$ cat src/rtl/hazard_fwd_unit.sv
// rtl/hazard_fwd_unit.sv - EX operand forwarding and load-use / flush / mem-busy hazard control
// Optional stall counter (stall_cnt port) is built only when HAZARD_PERF_EN is defined.
module hazard_fwd_unit #(
  parameter int REGW = 5
) (
  input  logic            clk,
  input  logic            rst,
  input  logic            id_valid,
  input  logic [REGW-1:0] id_rs1,
  input  logic [REGW-1:0] id_rs2,
  input  logic [REGW-1:0] id_rd,
  input  logic            id_regwrite,
  input  logic            id_memread,
  input  logic            flush_e,
  input  logic            mem_busy,
  output logic [1:0]      fwd_a,
  output logic [1:0]      fwd_b,
  output logic            stall_f,
  output logic            stall_d,
  output logic            bubble_e,
  output logic            flush_d
`ifdef HAZARD_PERF_EN
  ,
  output logic [31:0]     stall_cnt
`endif
);

  typedef enum logic {
    RUN   = 1'b0,
    STALL = 1'b1
  } state_t;

  state_t state, state_n;

  logic            ex_valid, ex_regwrite, ex_memread;
  logic [REGW-1:0] ex_rs1, ex_rs2, ex_rd;
  logic            mem_valid, mem_regwrite;
  logic [REGW-1:0] mem_rd;
  logic            wb_valid, wb_regwrite;
  logic [REGW-1:0] wb_rd;

  logic advance;
  logic ex_bubble;
  logic load_use;
  logic mem_src_ok;
  logic wb_src_ok;

  // A stage may forward only if it holds a live instruction that writes a non-x0 register.
  assign mem_src_ok = mem_valid && mem_regwrite && (mem_rd != '0);
  assign wb_src_ok  = wb_valid && wb_regwrite && (wb_rd != '0);

  always_comb begin
    fwd_a = 2'b00;
    fwd_b = 2'b00;
    if (wb_src_ok && (wb_rd == ex_rs1))
      fwd_a = 2'b10;
    if (mem_src_ok && (mem_rd == ex_rs1))
      fwd_a = 2'b01;
    if (wb_src_ok && (wb_rd == ex_rs2))
      fwd_b = 2'b10;
    if (mem_src_ok && (mem_rd == ex_rs2))
      fwd_b = 2'b01;
  end

  assign load_use = ex_valid && ex_memread && (ex_rd != '0) && id_valid &&
                    ((ex_rd == id_rs1) || (ex_rd == id_rs2));

  always_ff @(posedge clk or posedge rst) begin
    if (rst)
      state <= RUN;
    else
      state <= state_n;
  end

  // Priority: reset, then mem_busy freeze, then flush, then load-use stall.
  always_comb begin
    state_n   = state;
    stall_f   = 1'b0;
    stall_d   = 1'b0;
    bubble_e  = 1'b0;
    flush_d   = 1'b0;
    advance   = 1'b0;
    ex_bubble = 1'b0;
    if (rst) begin
      state_n = RUN;
    end else if (mem_busy) begin
      stall_f = 1'b1;
      stall_d = 1'b1;
    end else begin
      advance = 1'b1;
      if (flush_e) begin
        flush_d   = 1'b1;
        ex_bubble = 1'b1;
        state_n   = RUN;
      end else if ((state == RUN) && load_use) begin
        stall_f   = 1'b1;
        stall_d   = 1'b1;
        bubble_e  = 1'b1;
        ex_bubble = 1'b1;
        state_n   = STALL;
      end else begin
        state_n = RUN;
      end
    end
  end

  always_ff @(posedge clk or posedge rst) begin
    if (rst) begin
      ex_valid     <= 1'b0;
      ex_regwrite  <= 1'b0;
      ex_memread   <= 1'b0;
      ex_rs1       <= '0;
      ex_rs2       <= '0;
      ex_rd        <= '0;
      mem_valid    <= 1'b0;
      mem_regwrite <= 1'b0;
      mem_rd       <= '0;
      wb_valid     <= 1'b0;
      wb_regwrite  <= 1'b0;
      wb_rd        <= '0;
    end else if (advance) begin
      wb_valid     <= mem_valid;
      wb_regwrite  <= mem_regwrite;
      wb_rd        <= mem_rd;
      mem_valid    <= ex_valid;
      mem_regwrite <= ex_regwrite;
      mem_rd       <= ex_rd;
      if (ex_bubble) begin
        ex_valid    <= 1'b0;
        ex_regwrite <= 1'b0;
        ex_memread  <= 1'b0;
        ex_rs1      <= '0;
        ex_rs2      <= '0;
        ex_rd       <= '0;
      end else begin
        ex_valid    <= id_valid;
        ex_regwrite <= id_regwrite;
        ex_memread  <= id_memread;
        ex_rs1      <= id_rs1;
        ex_rs2      <= id_rs2;
        ex_rd       <= id_rd;
      end
    end
  end

`ifdef HAZARD_PERF_EN
  always_ff @(posedge clk or posedge rst) begin
    if (rst)
      stall_cnt <= '0;
    else if (stall_f)
      stall_cnt <= stall_cnt + 32'd1;
  end
`endif

endmodule

$ cat config.mk
export PLATFORM = sky130hd
export DESIGN_NAME = hazard_fwd_unit
export DESIGN_NICKNAME = d
export VERILOG_FILES = /design/src/rtl/hazard_fwd_unit.sv
export SDC_FILE = /design/constraint.sdc
export NUM_CORES = 1
export LEC_CHECK = 0
export ABC_AREA = 0
export CAP_MARGIN = 20
export CORE_AREA = 8 8 69 71
export CTS_BUF_LIST = sky130_fd_sc_hd__clkbuf_8
export DETAILED_ROUTE_END_ITERATION = 10
export DIE_AREA = 0 0 77 79
export PLACE_DENSITY = 0.86
export SYNTH_ARGS = -nofsm -noshare
export SYNTH_HDL_FRONTEND = slang
export SYNTH_SLANG_ARGS = --single-unit
export TNS_END_PERCENT = 1
$ cat constraint.sdc
create_clock -name clk -period 1.95 [get_ports clk]
set_input_delay 0.39 -clock clk [delete_from_list [all_inputs] [get_ports clk]]
set_output_delay 0.39 -clock clk [all_outputs]
set_load 0.01 [all_outputs]
# After elaboration in Yosys (flattened, before gate mapping)
# Index checks and enable logic that the tools add are counted.
[classes] addsub=0 n_mul=0 n_div=0 n_lt_le_gt_ge=0 eq_ne=7 shift=0 n_mux=26 n_bitwise=1 n_reduce_logical=17
[ops] cell="$eq A5 B5 Y1" n=6
[ops] cell="$mux W1" n=19
[ops] cell="$mux W5" n=3
[ops] cell="$reduce_bool A5 Y1" n=3
[ops] cell="$logic_and A1 B1 Y1" n=13
[ops] cell="$mux W2" n=4
[ops] cell="$ne A2 B2 Y1 const B" n=1
[ops] cell="$logic_or A1 B1 Y1" n=1
[ops] cell="$not A1 Y1" n=1
[totals] register_bits=33 latchBits=0 mem_bits_rw=0 romBits=0 input_bits=22 out_inout_bits=8 elab_cells=64 mem_count=0

# Logic depth before layout (Yosys ltp)
[depth] ltp_word=10 mapped_depth=6 depth_no_buf=4

# Worst setup path before layout
# No wires, ideal clock.
[synth_path] path_type="register -> output" start="register mem_rd[4]" end="output fwd_a[1]" arrival_ns=1.593 t_required_ns=1.560 setup_slack_ns=-0.033 path_stages_with_launch=5 n_path_buf=0 cell_sequence="dfrtp_1 > or4_1 > o211ai_2 > nor4_1 > nor4_2"
[synth_between] elab_chain_len=4 word_cells_on_any_way=5 classes_between="1 x eq/ne; 1 x mux; 3 x reduce/logical"
[synth_lines] element="start: declaration" line_no="38" text="logic [REGW-1:0] mem_rd;"
[synth_lines] element="start signal: assignment" line_no="127" text="mem_rd <= ex_rd;"
[synth_lines] element="$reduce_bool A5 Y1" line_no="49" text="assign mem_src_ok = mem_valid && mem_regwrite && (mem_rd != '0);"
[synth_lines] element="$logic_and A1 B1 Y1" line_no="49"
[synth_lines] element="$logic_and A1 B1 Y1 (*)" line_no="57" text="if (mem_src_ok && (mem_rd == ex_rs1))"
[synth_lines] element="$mux W2 (*)" line_no="57"
[synth_lines] element="end: declaration" line_no="16" text="output logic [1:0] fwd_a,"
# Every way passes the cells marked *; elsewhere a longest branch is shown, timed or not.

# Worst setup path after layout
[layout_path] start="register mem_rd[4]" end="output fwd_b[1]"
[layout_between] elab_chain_len=4 word_cells_on_any_way=5 classes_between="1 x eq/ne; 1 x mux; 3 x reduce/logical"
[layout_lines] element="$reduce_bool A5 Y1" line_no="49"
[layout_lines] element="$logic_and A1 B1 Y1" line_no="49"
[layout_lines] element="$logic_and A1 B1 Y1 (*)" line_no="61" text="if (mem_src_ok && (mem_rd == ex_rs2))"
[layout_lines] element="$mux W2 (*)" line_no="61"
[layout_lines] element="end: declaration" line_no="17" text="output logic [1:0] fwd_b,"
# Marks and branches as above.

==> flow_metrics.py <==
metrics = {
    "final_layout": {
        "nFillCells": 274,
        "fin_cells": 316,
        "area_growth_pct": 37.9,
        "nNetsFinal": 288,
        "fin_util_pct": 70.9,
        "num_antenna_cells": 0,
        "drive_gt1_share_pct": 26.3,
        "design_area_um2": 2700,
    },
    "yosys": {
        "synth_async_sr_flop_share_pct": 100,
        "synthesis.instances": 202,
        "synth_edf_count": 0,
        "yosys.cell_types.count": 29,
        "ys_warn_count": 0,
        "yosys.cell_count.top_type": "nand2_1",
        "synthFlopType": "dfrtp_1",
        "synth_top_area_share_pct": 42.3,
        "ys_top_cells_by_area": "dfrtp_1, xor2_1, a22o_1",
        "syn_nets": 224,
        "netlist_area_um2": 1950,
        "yosys.area.top_type": "dfrtp_1",
        "ys_ff_latch": 33,
        "yosys-top-cells-count": "nand2_1, dfrtp_1, xor2_1",
        "syn_avg_cell_area_um2": 9.68,
        "yosysSeqAreaShare_pct": 42.3,
    },
    "job": {
        "drv_cap": 0,
    },
    "critical_path": {
        "crit_path_end": "fwd_b[1]",
        "startpoint": "mem_rd[4]",
        "reg2reg_from": "ex_rd[1]",
        "cp.required_ps": 1560,
        "start_kind": "register",
        "worstSetupPathDepth": 6,
        "path_buf_inv": 2,
        "crit_chain": "or4_4 > o211ai_4 > buf_6 > nor4_4 > nor4_2 > buf_2",
        "r2r_end": "state",
        "reg2regPathDepth": 5,
        "crit_fanout": 2,
        "r2r_slack_ps": 190,
        "crit_path_top_delay_cell": "or4_4",
        "path_delay_family": "simple AND/OR/NAND/NOR gates",
        "end_kind": "primary output",
        "critical_path_arrival_ps": 2030,
        "cpPeakStageDelay_ps": 550,
        "path_class": "reg -> out",
    },
    "run_status": {
        "failed_checks": "negative setup slack",
        "status": "finished with violations",
    },
    "floorplanning": {
        "core_um2": 3800,
        "ios": 30,
        "dieWidth_um": 77,
        "rows": 23,
        "die-area_um2": 6080,
        "initial_core_util_pct": 51.4,
        "fp.dieH_um": 79,
    },
    "clock_network": {
        "cts_hold_buf": 0,
        "cts.sinks": 33,
        "clk_pin_slew_ps": 60,
        "cts_buffer_depth": 2,
        "ctsHtreeMaxLevel": 2,
        "clock-root-buffer": "clkbuf_8",
        "cts_tree": "yes",
        "clk-insertion-delay-late_ps": 290,
        "cts_buffers": 5,
    },
    "global_route": {
        "grt_pass1_vias": 1897,
        "antenna_found_initial": 0,
        "grt.overflow.total": 0,
        "grt_max_degree": 52,
        "grt_pass1_wl_mm": 8.98,
        "track_usage_pct": 18.6,
    },
    "sta": {
        "max_freq_ghz": 0.412,
        "worst-slew-pin-transition_ps": 431,
        "skew_ps": 4.14,
        "slew_viol_final": 0,
        "finalHoldViolCount": 0,
        "finalCritPeriodShare_pct": 124,
        "min_period_ps": 2420,
        "finalSetupViolations": 7,
        "rsz0062_at_grt": "yes",
        "slew_headroom_pct": 71.2,
        "layout_setup_ws_ps": -474,
    },
    "power": {
        "power_leakage_nw": 1.37,
        "power_density_nw_per_um2": 835,
        "power_mw": 2.25,
        "ir_drop_mv": 0.429,
    },
    "placed_design": {
        "port_buffers": 29,
        "place_congestion": 0.838,
        "dp_cells": 307,
        "hpwl_mm": 3.83,
        "dp_slack_ps": -678,
        "dpl_cell_area_um2": 2530,
    },
    "routing": {
        "drt_iter0_drc": 167,
        "dr_total_vias": 1762,
        "wl_per_cell_um": 17.4,
        "drt_drc_violations_left": 0,
        "viasPerCell": 5.58,
        "drtAntennaViolNets": 0,
        "first_pass_iters": 4,
        "drt-total-wl_mm": 5.49,
    },
    "worst_hold_path": {
        "hold_path.class": "reg -> reg",
    },
}
-- power breakdown --
group          switching, mW  internal (mW)
Sequential             0.106          0.804
Combinational          0.396          0.430
Clock                  0.241          0.275
Total                  0.743           1.51
-- repair_timing --
| item | 4_1_cts | 5_1_grt |
|---|---|---|
| resized for setup | 35 | 7 |
| pin swaps | 4 | 0 |
| setup buffers | 2 | 0 |
| endpoints found under the setup margin | 8 | 12 |
| gates cloned | 0 | 0 |
-- state kept, by name, indices dropped and copies added (netlist names) --
signal        cells
ex_memread        1
ex_rd             5
ex_regwrite       1
ex_rs1            5
ex_rs2            5
ex_valid          1
mem_rd            5
mem_regwrite      1
mem_valid         1
state             1
wb_rd             5
wb_regwrite       1
wb_valid          1
-- layer usage --
layer  wire [µm]  GRT usage, %
met1        2280          21.4
met2        2880          33.1
met3         235          3.84
met4          96          7.36
met5           0             0
-- cells in the final DEF, fill, tap and decap left out, types with 6 or more instances in the layout --
master / count
clkbuf_8: 6
a21o_1: 18
nor3b_1: 16
xnor2_1: 6
a22o_1: 18
nand2_1: 42
xor2_1: 24
dfrtp_1: 32
clkdlybuf4s50_1: 21
buf_4: 39
-- area by class of cell --
type,count,area [µm²],share of cell area (%)
clock buffer,6,82.6,3.06
clock inverter,1,3.75,0.139
inverter,1,3.75,0.139
multi-input combinational,154,1120,41.7
sequential,33,827,30.7
tap,50,62.6,2.32
timing repair buffer,71,591,21.9
-- tightest hold or removal path, cell delays in order, from the launching register on --
cell     delay, ps
dfrtp_1        350
nand2_1         50
nand2_1         50
-- through the flow --
| stage | hold WS [ps] | setup TNS, ps |
|---|---|---|
| 2_1_floorplan | 439 | -34.8 |
| 3_3_place_gp | 455 | -5560 |
| 3_5_place_dp | 466 | -6470 |
| 4_1_cts | 483 | -2360 |
| 5_1_grt | 505 | -2840 |
| 6_report | 484 | -2330 |
-- logic make-up (layout without fill, tap and decap cells) --
logic type,count (synthesis),count (layout),share of synthesized area (%)
simple gates,82,82,22.5
compound gates,42,42,17.7
xor+xnor,30,30,13.4
flops,33,33,42.3
buf+inv,15,79,4.10
-- worst min-delay path by stage --
stage / from / end / slack, ps / depth (start not counted)
floorplan: ex_regwrite / mem_regwrite / 440 / 2
global placement: ex_regwrite / mem_regwrite / 460 / 2
detailed placement: wb_regwrite / wb_regwrite / 470 / 2
CTS: wb_regwrite / wb_regwrite / 480 / 2
global route: wb_regwrite / wb_regwrite / 500 / 2
finish: wb_regwrite / wb_regwrite / 480 / 2
(Power assumes the default switching activity.)
